[src/rtl/decomp_digit_scheduler.sv]
// decomp_digit_scheduler
// Schedules multi-digit RNS/base decomposition jobs onto the one shared
// vector decomposition unit. Requesters are arbitrated round-robin. Each
// accepted job gets one start_vector per digit, with its own shift (p),
// bit count (pq0) and buffer-RAM bank. The scheduler waits for the vector
// unit to drain before the next digit. The owner gets a done pulse at the end.
//
// Ports
//   clk, rst                : clock, asynchronous active-high reset
//   req_valid[NREQ]         : job request, held by requester until req_ready
//   req_ready[NREQ]         : one-cycle one-hot accept pulse
//   req_num_digits          : NREQ x DIGW, digits per job (0 = empty job)
//   req_digit_bits          : NREQ x FSIZE, bits per digit
//   req_base_bank           : NREQ x BANKW, bank holding digit 0
//   done[NREQ]              : one-cycle completion pulse to the job owner
//   start_vector            : start pulse to the vector unit
//   operation               : decomposition opcode while busy, else 0
//   p, pq0                  : per-digit shift amount and bit count
//   bank_sel                : buffer-RAM bank steered to the vector unit
//   vector_working          : busy flag from the vector unit
//   busy                    : job in progress (through its done pulse)
//   cur_owner, cur_digit    : owner and digit index of the current job
//
// Timing: every output is a register loaded from the next-state logic.
// start_vector, p, pq0, bank_sel and operation therefore line up with the
// ISSUE state. req_ready shows in the first cycle after the IDLE cycle that
// sampled req_valid. done shows in the cycle after FINISH. busy also covers
// that done cycle, so a zero-digit job holds busy for two cycles.
module decomp_digit_scheduler #(
  parameter int unsigned NREQ  = 2,
  parameter int unsigned DIGW  = 4,
  parameter int unsigned BANKW = 3,
  parameter int unsigned FSIZE = 16,
  localparam int unsigned OWNW = (NREQ > 1) ? $clog2(NREQ) : 1
) (
  input  logic                  clk,
  input  logic                  rst,
  input  logic [NREQ-1:0]       req_valid,
  output logic [NREQ-1:0]       req_ready,
  input  logic [NREQ*DIGW-1:0]  req_num_digits,
  input  logic [NREQ*FSIZE-1:0] req_digit_bits,
  input  logic [NREQ*BANKW-1:0] req_base_bank,
  output logic [NREQ-1:0]       done,
  output logic                  start_vector,
  output logic [3:0]            operation,
  output logic [FSIZE-1:0]      p,
  output logic [FSIZE-1:0]      pq0,
  output logic [BANKW-1:0]      bank_sel,
  input  logic                  vector_working,
  output logic                  busy,
  output logic [OWNW-1:0]       cur_owner,
  output logic [DIGW-1:0]       cur_digit
);

  localparam logic [3:0] VECTOR_OPERATION_DECOMP_REDUCTION = 4'd3;

  typedef enum logic [2:0] {
    IDLE,
    ISSUE,
    ARM,
    DRAIN,
    NEXT,
    FINISH
  } state_t;

  state_t state, state_n;

  // Latched job parameters and digit bookkeeping
  logic [OWNW-1:0]  rr_ptr, rr_n;
  logic [DIGW-1:0]  num_q, num_n;
  logic [FSIZE-1:0] bits_q, bits_n;
  logic [BANKW-1:0] base_q, base_n;
  logic [FSIZE-1:0] shift_acc, shift_n;
  logic [OWNW-1:0]  owner_n;
  logic [DIGW-1:0]  digit_n;

  // Next values of the registered outputs
  logic [NREQ-1:0]  ready_n;
  logic [NREQ-1:0]  done_n;
  logic             start_n;
  logic [3:0]       op_n;
  logic [FSIZE-1:0] p_n;
  logic [FSIZE-1:0] pq0_n;
  logic [BANKW-1:0] bank_n;
  logic             busy_n;

  // Arbitration
  logic             found;
  logic [OWNW-1:0]  gnt;
  logic [OWNW-1:0]  cand;

  // Per-requester views of the packed request fields
  logic [DIGW-1:0]  num_arr  [NREQ];
  logic [FSIZE-1:0] bits_arr [NREQ];
  logic [BANKW-1:0] base_arr [NREQ];

  for (genvar i = 0; i < NREQ; i++) begin : g_unpack
    assign num_arr[i]  = req_num_digits[i*DIGW +: DIGW];
    assign bits_arr[i] = req_digit_bits[i*FSIZE +: FSIZE];
    assign base_arr[i] = req_base_bank[i*BANKW +: BANKW];
  end

  // Next-state, datapath and output logic
  always_comb begin
    state_n = state;
    rr_n    = rr_ptr;
    owner_n = cur_owner;
    num_n   = num_q;
    bits_n  = bits_q;
    base_n  = base_q;
    shift_n = shift_acc;
    digit_n = cur_digit;
    ready_n = '0;
    done_n  = '0;
    start_n = 1'b0;
    p_n     = p;
    pq0_n   = pq0;
    bank_n  = bank_sel;
    found   = 1'b0;
    gnt     = '0;
    cand    = '0;

    // First valid requester at or after the round-robin pointer
    for (int unsigned k = 0; k < NREQ; k++) begin
      cand = OWNW'((32'(rr_ptr) + k) % NREQ);
      if (!found && req_valid[cand]) begin
        found = 1'b1;
        gnt   = cand;
      end
    end

    case (state)
      IDLE: begin
        if (found) begin
          ready_n[gnt] = 1'b1;
          owner_n      = gnt;
          num_n        = num_arr[gnt];
          bits_n       = bits_arr[gnt];
          base_n       = base_arr[gnt];
          rr_n         = (gnt == OWNW'(NREQ - 1)) ? '0 : gnt + OWNW'(1);
          shift_n      = '0;
          digit_n      = '0;
          state_n      = (num_arr[gnt] != '0) ? ISSUE : FINISH;
        end
      end
      ISSUE: state_n = ARM;
      // The unit raises vector_working one cycle after start, so skip a cycle.
      ARM:   state_n = DRAIN;
      DRAIN: begin
        if (!vector_working) state_n = NEXT;
      end
      NEXT: begin
        if (cur_digit == num_q - DIGW'(1)) begin
          state_n = FINISH;
        end else begin
          digit_n = cur_digit + DIGW'(1);
          shift_n = shift_acc + bits_q;
          state_n = ISSUE;
        end
      end
      FINISH: begin
        done_n[cur_owner] = 1'b1;
        state_n           = IDLE;
      end
      default: state_n = IDLE;
    endcase

    // Digit parameters are loaded on entry to ISSUE and held until the next one
    if (state_n == ISSUE) begin
      start_n = 1'b1;
      p_n     = shift_n;
      pq0_n   = bits_n;
      bank_n  = base_n + BANKW'(digit_n);
    end

    busy_n = (state_n != IDLE) || (state == FINISH);
    op_n   = busy_n ? VECTOR_OPERATION_DECOMP_REDUCTION : 4'd0;
  end

  // State and datapath registers
  always_ff @(posedge clk or posedge rst) begin
    if (rst) begin
      state        <= IDLE;
      rr_ptr       <= '0;
      num_q        <= '0;
      bits_q       <= '0;
      base_q       <= '0;
      shift_acc    <= '0;
      cur_owner    <= '0;
      cur_digit    <= '0;
      req_ready    <= '0;
      done         <= '0;
      start_vector <= 1'b0;
      operation    <= 4'd0;
      p            <= '0;
      pq0          <= '0;
      bank_sel     <= '0;
      busy         <= 1'b0;
    end else begin
      state        <= state_n;
      rr_ptr       <= rr_n;
      num_q        <= num_n;
      bits_q       <= bits_n;
      base_q       <= base_n;
      shift_acc    <= shift_n;
      cur_owner    <= owner_n;
      cur_digit    <= digit_n;
      req_ready    <= ready_n;
      done         <= done_n;
      start_vector <= start_n;
      operation    <= op_n;
      p            <= p_n;
      pq0          <= pq0_n;
      bank_sel     <= bank_n;
      busy         <= busy_n;
    end
  end

endmodule

[config.mk]
export PLATFORM = sky130hd
export DESIGN_NAME = decomp_digit_scheduler
export DESIGN_NICKNAME = d
export VERILOG_FILES = /design/src/rtl/decomp_digit_scheduler.sv
export SDC_FILE = /design/constraint.sdc
export NUM_CORES = 1
export LEC_CHECK = 0
export ABC_CLOCK_PERIOD_IN_PS = 2900
export CAP_MARGIN = 20
export CELL_PAD_IN_SITES_DETAIL_PLACEMENT = 1
export CELL_PAD_IN_SITES_GLOBAL_PLACEMENT = 1
export CORE_MARGIN = 5
export CORE_UTILIZATION = 35
export CTS_CLUSTER_SIZE = 16
export DETAILED_ROUTE_END_ITERATION = 7
export GPL_ROUTABILITY_DRIVEN = 0
export PLACE_DENSITY = 0.79
export SLEW_MARGIN = 10
export SYNTH_ARGS = -nofsm -noshare
export SYNTH_HDL_FRONTEND = slang
export SYNTH_SLANG_ARGS = --single-unit
[constraint.sdc]
create_clock -name clk -period 2.9 [get_ports clk]
set_clock_uncertainty 0.15 [all_clocks]
set_input_delay 0.58 -clock clk [delete_from_list [all_inputs] [get_ports clk]]
set_output_delay 0.58 -clock clk [all_outputs]
set_load 0.1 [all_outputs]
# After elaboration in Yosys (flattened, before gate mapping)
# Index checks and enable logic that the tools add are counted.
# totals
reg_bits	91
latch_bits	0
ramBits	0
romBits	0
in_bits	51
output_inout_bits	50
wordCells	93
n_memories	0
# op_classes
n_addsub	6
multipliers	0
div_mod_pow	0
order_cmp	7
n_eq_ne	9
n_shift	0
n_mux	42
n_bitwise	1
reduce_logical	11
# ops
op	n
$mux 16	7
$pmux 16 s2	1
$mux 3	9
$mux 4	5
$add 16x16->16	1
$pmux 3 s5	1
$mux 1	12
$lt 1x2->1 const B	4
$mux 2	4
$pmux 4 s2	1
$eq 3x1->1 const B	2
$eq 3x2->1 const B	2
$eq 3x3->1 const B	2
$add 4x1->4 const B	1
$eq 4x4->1	1
$ne 2x2->1 const B	2
$reduce_bool 4->1	1
$sub 4x1->4 const B	1
$add 3x3->3	1
$logic_and 1x1->1	3
$logic_not 3->1	1
$reduce_and 3->1	1
$reduce_bool 3->1	1
$add 1x1->1 const B	2
8 further kinds	10

# Logic depth before layout (Yosys ltp)
# Gate-level depths: netlist of run 1.
# depth
depth_word	17
depth_mapped	16
depth_no_buf	14

# Worst setup path after synthesis of run 1
# OpenSTA, ideal clock, no wires.
# synth_path
path_kind	reg-to-reg
startpoint	reg cur_digit[3]
endpoint	reg bank_sel[2]
setup_ps	126
arrival_ps	3351
required_ps	2624
setup_slack_ps	-727
path_stages_with_launch	15
path_buffers	2
period_less_slack_ps	3627
cell_sequence	dfrtp_1 > xor2_1 > xnor2_1 > nand4_1 > nor2b_1 > buf_2 > nor2_1 > clkbuf_1 > nand2_1 > o21ai_0 > ha_1 > fa_1 > xor2_1 > xnor2_1 > mux2_4
# synth_between
elab_chain_len	4
word_cells_on_any_way	7
cone_classes	add/sub (1); eq/ne (2); mux (4)
# synth_lines
item	line_no	text
from (decl)	52	output logic [DIGW-1:0] cur_digit
from (signal assigned)	207	cur_digit <= digit_n;
$eq 4x4->1	153	if (cur_digit == num_q - DIGW'(1)) begin
$mux 4	153	
$pmux 4 s2	132	case (state)
net digit_n[0]	75	logic [DIGW-1:0] digit_n;
$add 3x3->3	173	bank_n = base_n + BANKW'(digit_n);
to (signal assigned)	214	bank_sel <= bank_n;
to (decl)	48	output logic [BANKW-1:0] bank_sel,
# The timed path passes the listed nets, and every way through them passes these cells. The select of a mux whose other input is x is not followed.
# A chain may end at the register's enable or synchronous reset.

# Worst setup path in the final report of run 1
# layout_path
startpoint	reg num_q[0]
endpoint	reg bank_sel[2]
# layout_between
elab_chain_len	5
word_cells_on_any_way	8
cone_classes	add/sub (2); eq/ne (2); mux (4)
# layout_lines
item	line_no	text
from (decl)	70	logic [DIGW-1:0] num_q, num_n;
from (signal assigned)	202	num_q <= num_n;
$sub 4x1->4	153	
$eq 4x4->1	153	
$mux 4	153	
$pmux 4 s2	132	
net digit_n[0]	75	
$add 3x3->3	173	
# The timed path passes the listed nets, and every way through them passes these cells. The select of a mux whose other input is x is not followed.

==> results of run 1 <==
[per-stage QoR]
step	cells	cell area (sq um)
after floorplan	398	4390
after global placement	670	5550
after detailed placement	670	5550
after CTS	686	5900
after global routing	688	5960
final	688	5960
[worst paths after layout]
path | to | start
max in group asynchronous | cur_digit[1] | rst
worst max register to register | bank_sel[2] | num_q[0]
worst min-delay path | shift_acc[4] | shift_acc[4]
min in group asynchronous | bank_sel[0] | rst
worst max-delay path | bank_sel[2] | num_q[0]
worst min register to register | shift_acc[4] | shift_acc[4]
[critical path: cells and delay by family, from the launching register on]
kind | cells | cell delay, ps
compound gates | 1 | 90
xor+xnor | 4 | 610
fa+ha+maj | 3 | 670
buf+inv | 2 | 260
flops | 1 | 390
mux | 1 | 260
simple gates | 2 | 230
[layout by cell type, fill, tap and decap left out, types with 4 or more instances in the layout]
master	count
a21o_1	9
a22oi_1	17
inv_1	17
a22o_1	10
nand4_1	4
o21a_1	6
mux2i_1	5
mux2_2	7
buf_4	72
o21ai_0	16
dfrtp_2	4
nor2_1	11
a21oi_1	11
nand2_1	65
clkbuf_16	9
a211oi_1	4
xor2_1	10
xnor2_1	8
dfrtp_1	85
ha_1	16
nor3_1	4
mux2_4	13
clkdlybuf4s50_1	48
[flip-flops by register name, indices dropped and copies added (netlist names)]
register      flops
state             3
bank_sel          3
base_q            3
rr_ptr            1
pq0              16
req_ready         2
p                16
done              2
cur_owner         1
num_q             4
operation         1
start_vector      1
bits_q           16
cur_digit         4
shift_acc        16
[routing by layer]
metal	wire length, microns	vias up	share of wire [%]	global-route usage, %
li1	-	1630	-	-
met1	5270	1759	42	20.9
met2	6510	93	51	31.3
met3	539	24	4.3	3.16
met4	366	0	2.9	7.21
met5	0	-	0	0
[timing repair]
action	CTS	global route
resized for setup	3	12
setup buffers	0	2
pin swaps	3	5
setup endpoints to repair	1	24
[cell type report]
cell class | count | area, sq um
well taps | 168 | 210
fillers | 1346 | 6150
inverters | 21 | 87.6
multi-input cells | 271 | 2020
clock buffers | 11 | 233
repair buffers | 123 | 1070
clock inverters | 5 | 104
flip-flops and latches | 89 | 2230
[cell families after synthesis]
| group | after synthesis |
|---|---|
| AOI/OAI and AO/OA | 94 |
| xor gates and xnor gates | 19 |
| and+or+nand+nor | 111 |
| muxes | 25 |
| other | 1 |
| buffers and inverters | 38 |
| adders and majority gates | 20 |
| DFF | 89 |
==> impl_metrics.yaml, run 1 <==
sta:
  hold_slack_ps: 334
  post-route-min-period_ps: 2790
  finalCritPeriodShare_pct: 96.2
  setup-violations-final: 0
  final.setup.tns_ps: 0
  hold_viol_final: 0
  setup_ws_ps: 111
  drv_slew: 0
  max_freq_mhz: 359
yosys:
  synth_largest_area_cell: "dfrtp_1"
  synth_top_area_share_pct: 51.1
  synth_edf_count: 0
  synthAdderAreaFrac_pct: 6.09
  synth-seq-cells: 89
  synthXorXnorAreaFrac_pct: 3.82
  synthArstFlopShare_pct: 100
  avgSynthCellArea_sq_um: 11.0
  yosysSeqAreaShare_pct: 51.1
  synth_top_family_by_area: "compound AO/OA/AOI/OAI gates"
  netlist_area_sq_mm: 0.00436
  syn-instance-count: 397
  synth_common_cells: "dfrtp_1 (89), nand2_1 (65), inv_1 (20), ha_1 (18), o21ai_0 (18)"
  synthDistinctLibCells: 55
  yosys_warnings: 0
  yosysMostFrequentCell: "dfrtp_1"
  yosys-top-cells-area: "dfrtp_1 (51%), nand2_1 (5.6%), ha_1 (5.2%), mux2_4 (4.5%), a22oi_1 (2.9%)"
  synth_compound_area_share_pct: 15.3
  ys.flop_type: "dfrtp_1"
  yosys.area_share.simple_pct: 12.1
  muxShareOfSynthArea_pct: 7.44
floorplan:
  core_sq_mm: 0.0121
  pin_count: 101
  die_area_sq_mm: 0.0148
  fp.dieH_microns: 122
  rows: 40
  start_util_pct: 36.0
  die_width_microns: 122
worst_setup_path:
  worst-path-max-fanout: 3
  path_class: "register to register"
  slowest_delay_ps: 390
  crit_path_start_kind: "register"
  reg2reg_slack_ps: 110
  worst_setup_path_end_kind: "register"
  slowest_stage: "dfrtp_1"
  crit_arrival_ps: 2870
  crit_chain: "inv_1 > ha_4 > xor2_2 > xnor2_1 > nand4_1 > buf_4 > nand3_2 > o21ai_1 > ha_2 > fa_2 > xor2_1 > xnor2_1 > mux2_4"
  cpMostUsedCell: "xnor2_1"
  reg2reg_depth: 13
  required_ps: 2980
clock_tree:
  hold_buffers: 0
  numCtsBuffers: 9
  cts_sinks: 89
  clock_latency_ps: 340
  cts-root-buf: "clkbuf_16"
  htree_levels: 3
  path_clk_slew_ps: 60
  cts_tree: "done"
  clock_path_buffers: 2
placed_design:
  io_buffers: 98
  detailed_place_hpwl_microns: 9030
  dp_slack_ps: -388
final_layout:
  area_growth_pct: 36.7
  drive_above_1_share_pct: 24.8
  n_antenna_cell: 0
  final_core_util_pct: 49.2
  nets: 586
job:
  maxCapViolations: 0
grt:
  grt_pass1_vias: 4020
  antenna_found_initial: 0
  overflow: 0
  track_usage_pct: 17.6
  grt_max_degree: 90
  grt_pass1_wl_microns: 20400
detailed_routing:
  via_count: 3506
  drtPass1Iterations: 4
  wl_per_cell_microns: 18.4
  drt-vias-per-instance: 5.10
  drtAntennaViolNets: 0
  first_iter_violations: 142
  drt_wl_total_microns: 12700
  drcViolationCount: 0
hold_path:
  holdPathStages: 1
  hold_path.class: "register to register"
status:
  status: "finished clean"
Power of run 1 is left out: the tool's default activity adds up to more than one toggle a clock period on the data nets, which glitch-free logic cannot reach.
==> inputs of run 2 (changes only) <==
==> constraint.sdc (replaced) <==
create_clock -name clk -period 2.9 [get_ports clk]
set_clock_uncertainty 0.15 [all_clocks]
set_input_delay 0.87 -clock clk [delete_from_list [all_inputs] [get_ports clk]]
set_output_delay 0.87 -clock clk [all_outputs]
set_load 0.1 [all_outputs]
==> run 2 against run 1 <==
  * Register-to-register slack lost 50 ps
  * Setup slack worse by 97 ps
  * Sequential share of layout area decreased by 0.45 points
  * Utilization grew 0.60 points
  * Via count increased by 1.6%
  * First-iteration DRC count rose by 9.2%
  * Count of clock-buffer cells in the layout up 1
  * Largest cell class unchanged
==> impl_metrics.yaml, run 2 (synthesis gave the netlist of run 1 again) <==
sta:
  worst_pin_slew_ps: 511
  hold_viol_final: 0
  post-route-min-period_ps: 2890
  maxSlewHeadroom_pct: 65.9
  setup-violations-final: 0
  rsz0062_at_grt: "true"
  drv_slew: 0
  max_freq_mhz: 347
  final.setup.tns_ps: 0
  finalCritPeriodShare_pct: 99.5
  setup_ws_ps: 14.3
grt:
  grt_max_degree: 38
  grt_use_met3_pct: 3.81
  track_usage_pct: 17.4
  grt_pass1_vias: 3997
  overflow: 0
  use_met1_pct: 22.0
  busiest_layer: "met2"
  antenna_found_initial: 0
  grtUsageMet2_pct: 28.9
  grt_pass1_wl_microns: 20200
placed_design:
  detailed_place_hpwl_microns: 9040
  io_buffers: 98
  dp_slack_ps: -687
worst_setup_path:
  reg2reg_depth: 13
  regToRegStartpoint: "num_q[1]"
  required_ps: 2980
  rr_endpoint: "bank_sel[2]"
  cp-startpoint: "req_base_bank[3]"
  worst-path-max-fanout: 2
  worst_setup_path_end_kind: "register"
  reg2reg_slack_ps: 60
  cp-endpoint: "bank_sel[2]"
  crit_arrival_ps: 2960
  crit_path_start_kind: "input port"
  path_class: "input port to register"
final_layout:
  mostFrequentLayoutCell: "dfrtp_1"
  mostFrequentLayoutCells: "dfrtp_1 (85), buf_4 (82), nand2_1 (63)"
  multi_input_area_sq_mm: 0.00206
  fillerInstances: 1335
  nets: 600
  drive_above_1_share_pct: 27.6
  area_growth_pct: 38.4
  n_antenna_cell: 0
  seq_area_sq_mm: 0.00223
detailed_routing:
  drtAntennaViolNets: 0
  drt_wl_total_microns: 12400
  wl_per_cell_microns: 17.7
  drtPass1Iterations: 4
  first_iter_violations: 155
  via_count: 3561
  drt-vias-per-instance: 5.08
  drcViolationCount: 0
floorplan:
  fp.dieH_microns: 122
  pin_count: 101
  start_util_pct: 36.0
  die_area_sq_mm: 0.0148
  rows: 40
  die_width_microns: 122
  core_sq_mm: 0.0121
job:
  maxCapViolations: 0
clock_tree:
  cts_sinks: 89
  clock_path_buffers: 2
  path_clk_slew_ps: 60
  htree_levels: 3
  cts-root-buf: "clkbuf_16"
  clock_latency_ps: 340
  hold_buffers: 0
  numCtsBuffers: 9
  cts_tree: "done"
status:
  status: "finished clean"
hold_path:
  worstHoldStart: "shift_acc[11]"
  holdPathStages: 2
  hold_path.class: "register to register"
run 2: cell types whose count changed in the layout (fill, tap and decap cells not counted), moves of 2 or more:
cell            previous run  this run
nand2_1                   65        63
buf_4                     72        82
nand2_2                    0         2
dlymetal6s2s_1             2         0
clkbuf_2                   0         2
bufinv_16                  3         0
buf_6                      0         3
run 2: how the worst min path moves through the flow:
stage / end / slack [ps]
after global routing: shift_acc[7] / 350
after CTS: shift_acc[15] / 330
final: shift_acc[11] / 330
after floorplan: shift_acc[3] / 300
after global placement: shift_acc[8] / 310
after detailed placement: shift_acc[11] / 320
run 2: layout make-up:
class                   instances  area share (%)
clock buffers                  12            4.09
clock inverters                 3           0.291
inverters                      21            1.45
multi-input cells             271            34.1
flip-flops and latches         89            37.0
well taps                     168            3.49
repair buffers                137            19.6
run 2: critical path, stage by stage:
cell,delay (ps)
clkdlybuf4s50_1,440
a222oi_1,350
inv_1,160
ha_4,190
fa_2,380
xor2_2,190
xnor2_1,120
mux2_4,260
run 2: routing by layer:
metal,up-vias,part of all wire (%)
li1,1662,-
met4,0,2.4
met2,102,49
met5,-,0
met3,22,4.9
met1,1775,44
run 2: timing repair:
item,4_1_cts,5_1_grt
buffers inserted,9,5
pin swaps,4,10
resized for setup,10,18
endpoints found under the setup margin,23,16
run 2: per-stage QoR:
stage               std cells  hold WS, ps  instance area [sq um]  utilization (%)
floorplan                 398          298                   4390                -
global placement          673          315                   5590             46.1
detailed placement        673          323                   5590             46.1
CTS                       697          335                   5940             49.0
global route              701          347                   6030             49.8
finish                    701          332                   6030             49.8
Power of run 2 is left out for the same reason.
==> inputs of run 3 (changes only) <==
CORE_UTILIZATION = 30   (was 35)
PLACE_DENSITY = 0.7   (was 0.79)
==> run 3 against run 2 <==
  * The flow now finishes with violations (setup timing)
  * Register-to-register slack lost 90 ps
  * Critical path depth is the same
  * Via count grew 0.25%
  * Routed wire length grew 4.4%
  * Setup slack lost 70 ps
  * Maximum frequency shrank 2.4%
  * Final cell count grew 2.9%
  * Utilization shrank 7.4 points
  * Sequential cell count is the same
  * Critical path type unchanged
==> impl_metrics.yaml, run 3 (synthesis gave the netlist of run 1 again) <==
detailed_routing:
  via_count: 3570
  wl_met1_microns: 5560
  wl_per_cell_microns: 18.0
  drtPass1Iterations: 4
  drt-vias-per-instance: 4.95
  dr_wl_met3_microns: 570
  first_iter_violations: 127
  drcViolationCount: 0
  drt_wl_total_microns: 13000
  met2_length_microns: 6620
  top_layer_used: "met4"
  drtAntennaViolNets: 0
floorplan:
  die_area_sq_mm: 0.0170
  fp.dieH_microns: 131
  pin_count: 101
  core_sq_mm: 0.0144
  start_util_pct: 30.3
  die_width_microns: 131
  rows: 44
final_layout:
  drive_above_1_share_pct: 27.9
  area_growth_pct: 39.8
  mostFrequentLayoutCell: "buf_4"
  nets: 603
  fin_area_sq_mm: 0.00609
  instances_no_fill: 721
  n_antenna_cell: 0
  mostFrequentLayoutCells: "buf_4 (87), dfrtp_1 (85), nand2_1 (65)"
worst_setup_path:
  crit_arrival_ps: 3040
  crit_path_start_kind: "input port"
  worst-path-max-fanout: 2
  worst_setup_path_end_kind: "register"
  required_ps: 2990
  path_class: "input port to register"
job:
  maxCapViolations: 0
grt:
  antenna_found_initial: 0
  grt_pass1_vias: 3977
  grt_max_degree: 28
  overflow: 0
  track_usage_pct: 15.5
  grt_pass1_wl_microns: 20500
clock_tree:
  clock_latency_ps: 350
  clock_path_buffers: 2
  htree_levels: 3
  path_clk_slew_ps: 70
  cts_tree: "done"
  cts-root-buf: "clkbuf_16"
  cts_sinks: 89
  numCtsBuffers: 9
sta:
  final.setup.tns_ps: -55.7
  drv_slew: 0
  worst_pin_slew_ps: 562
  hold_slack_ps: 325
  finalCritPeriodShare_pct: 102
  hold_viol_final: 0
  setup_ws_ps: -55.7
  maxSlewHeadroom_pct: 62.5
  rsz0062_at_grt: "true"
  post-route-min-period_ps: 2960
  max_freq_mhz: 338
  setup-violations-final: 1
power_and_ir_drop:
  powerDensity_mw_per_mm2: 1350
  power_mw: 8.24
  ir_worst_vdd_mv: 0.880
  p_leak_nw: 2.98
status:
  violations: "setup timing"
  status: "finished with violations"
placed_design:
  dp.cells: 690
  detailed_place_hpwl_microns: 9720
  place_area_sq_mm: 0.00562
  io_buffers: 98
hold_path:
  hold_path.class: "register to register"
-- run 3: cell count changes in the layout (fill, tap and decap cells not counted), sizes merged --
cell / change
buf: +3
bufinv: +2
clkinv: -1
-- run 3: stage by stage --
| step | utilization [%] | worst slack [ps] |
|---|---|---|
| final | 42.4 | -55.7 |
| after global routing | 42.4 | -180 |
| after CTS | 42.0 | 3.93 |
| after detailed placement | 39.1 | -725 |
| after global placement | 39.1 | -626 |
| after floorplan | - | -304 |
-- run 3: worst paths after layout --
path | start | endpoint | slack [ps] | depth (start not counted)
max in group asynchronous | rst | req_ready[0] | 1190 | 3
max | req_base_bank[3] | bank_sel[2] | -60 | 8
min | shift_acc[9] | shift_acc[9] | 320 | 2
max reg2reg | num_q[0] | bank_sel[2] | -30 | 15
min reg2reg | shift_acc[9] | shift_acc[9] | 320 | 2
min in group asynchronous | rst | p[2] | 770 | 2
-- run 3: power breakdown --
part	internal [mW]	leakage [nW]	total, mW	switching [mW]
clock	0.781	0.153	1.27	0.486
sequential	1.75	1.15	2.14	0.386
combinational	1.56	1.68	4.83	3.28
-- run 3: critical path: stages --
cell and delay [ps]:
clkdlybuf4s50_1 440, a222oi_1 360, inv_1 140, ha_2 220, fa_2 400, xor2_2 190
xnor2_1 160, mux2_4 260
-- run 3: final cells by class --
type | instances | area [sq um]
Multi-Input combinational cell | 271 | 2030
Inverter | 21 | 85.1
Fill cell | 1580 | 8280
Sequential cell | 89 | 2230
Clock inverter | 4 | 76.3
Clock buffer | 12 | 246
Timing Repair Buffer | 140 | 1190
Tap cell | 184 | 230
-- run 3: repair_timing --
item / CTS / global route
setup buffers: 11 / 4
pin swaps: 4 / 8
hold buffers: 0 / 0
endpoints found under the setup margin: 24 / 24
resized for setup: 6 / 14
-- run 3: per-layer routing --
layer / GRT usage (%) / vias up
met5: 0 / -
met4: 5.81 / 0
met1: 19.7 / 1799
li1: - / 1662
met2: 26.5 / 91
met3: 2.72 / 18
No activity file was read; power rests on OpenSTA's default activity.
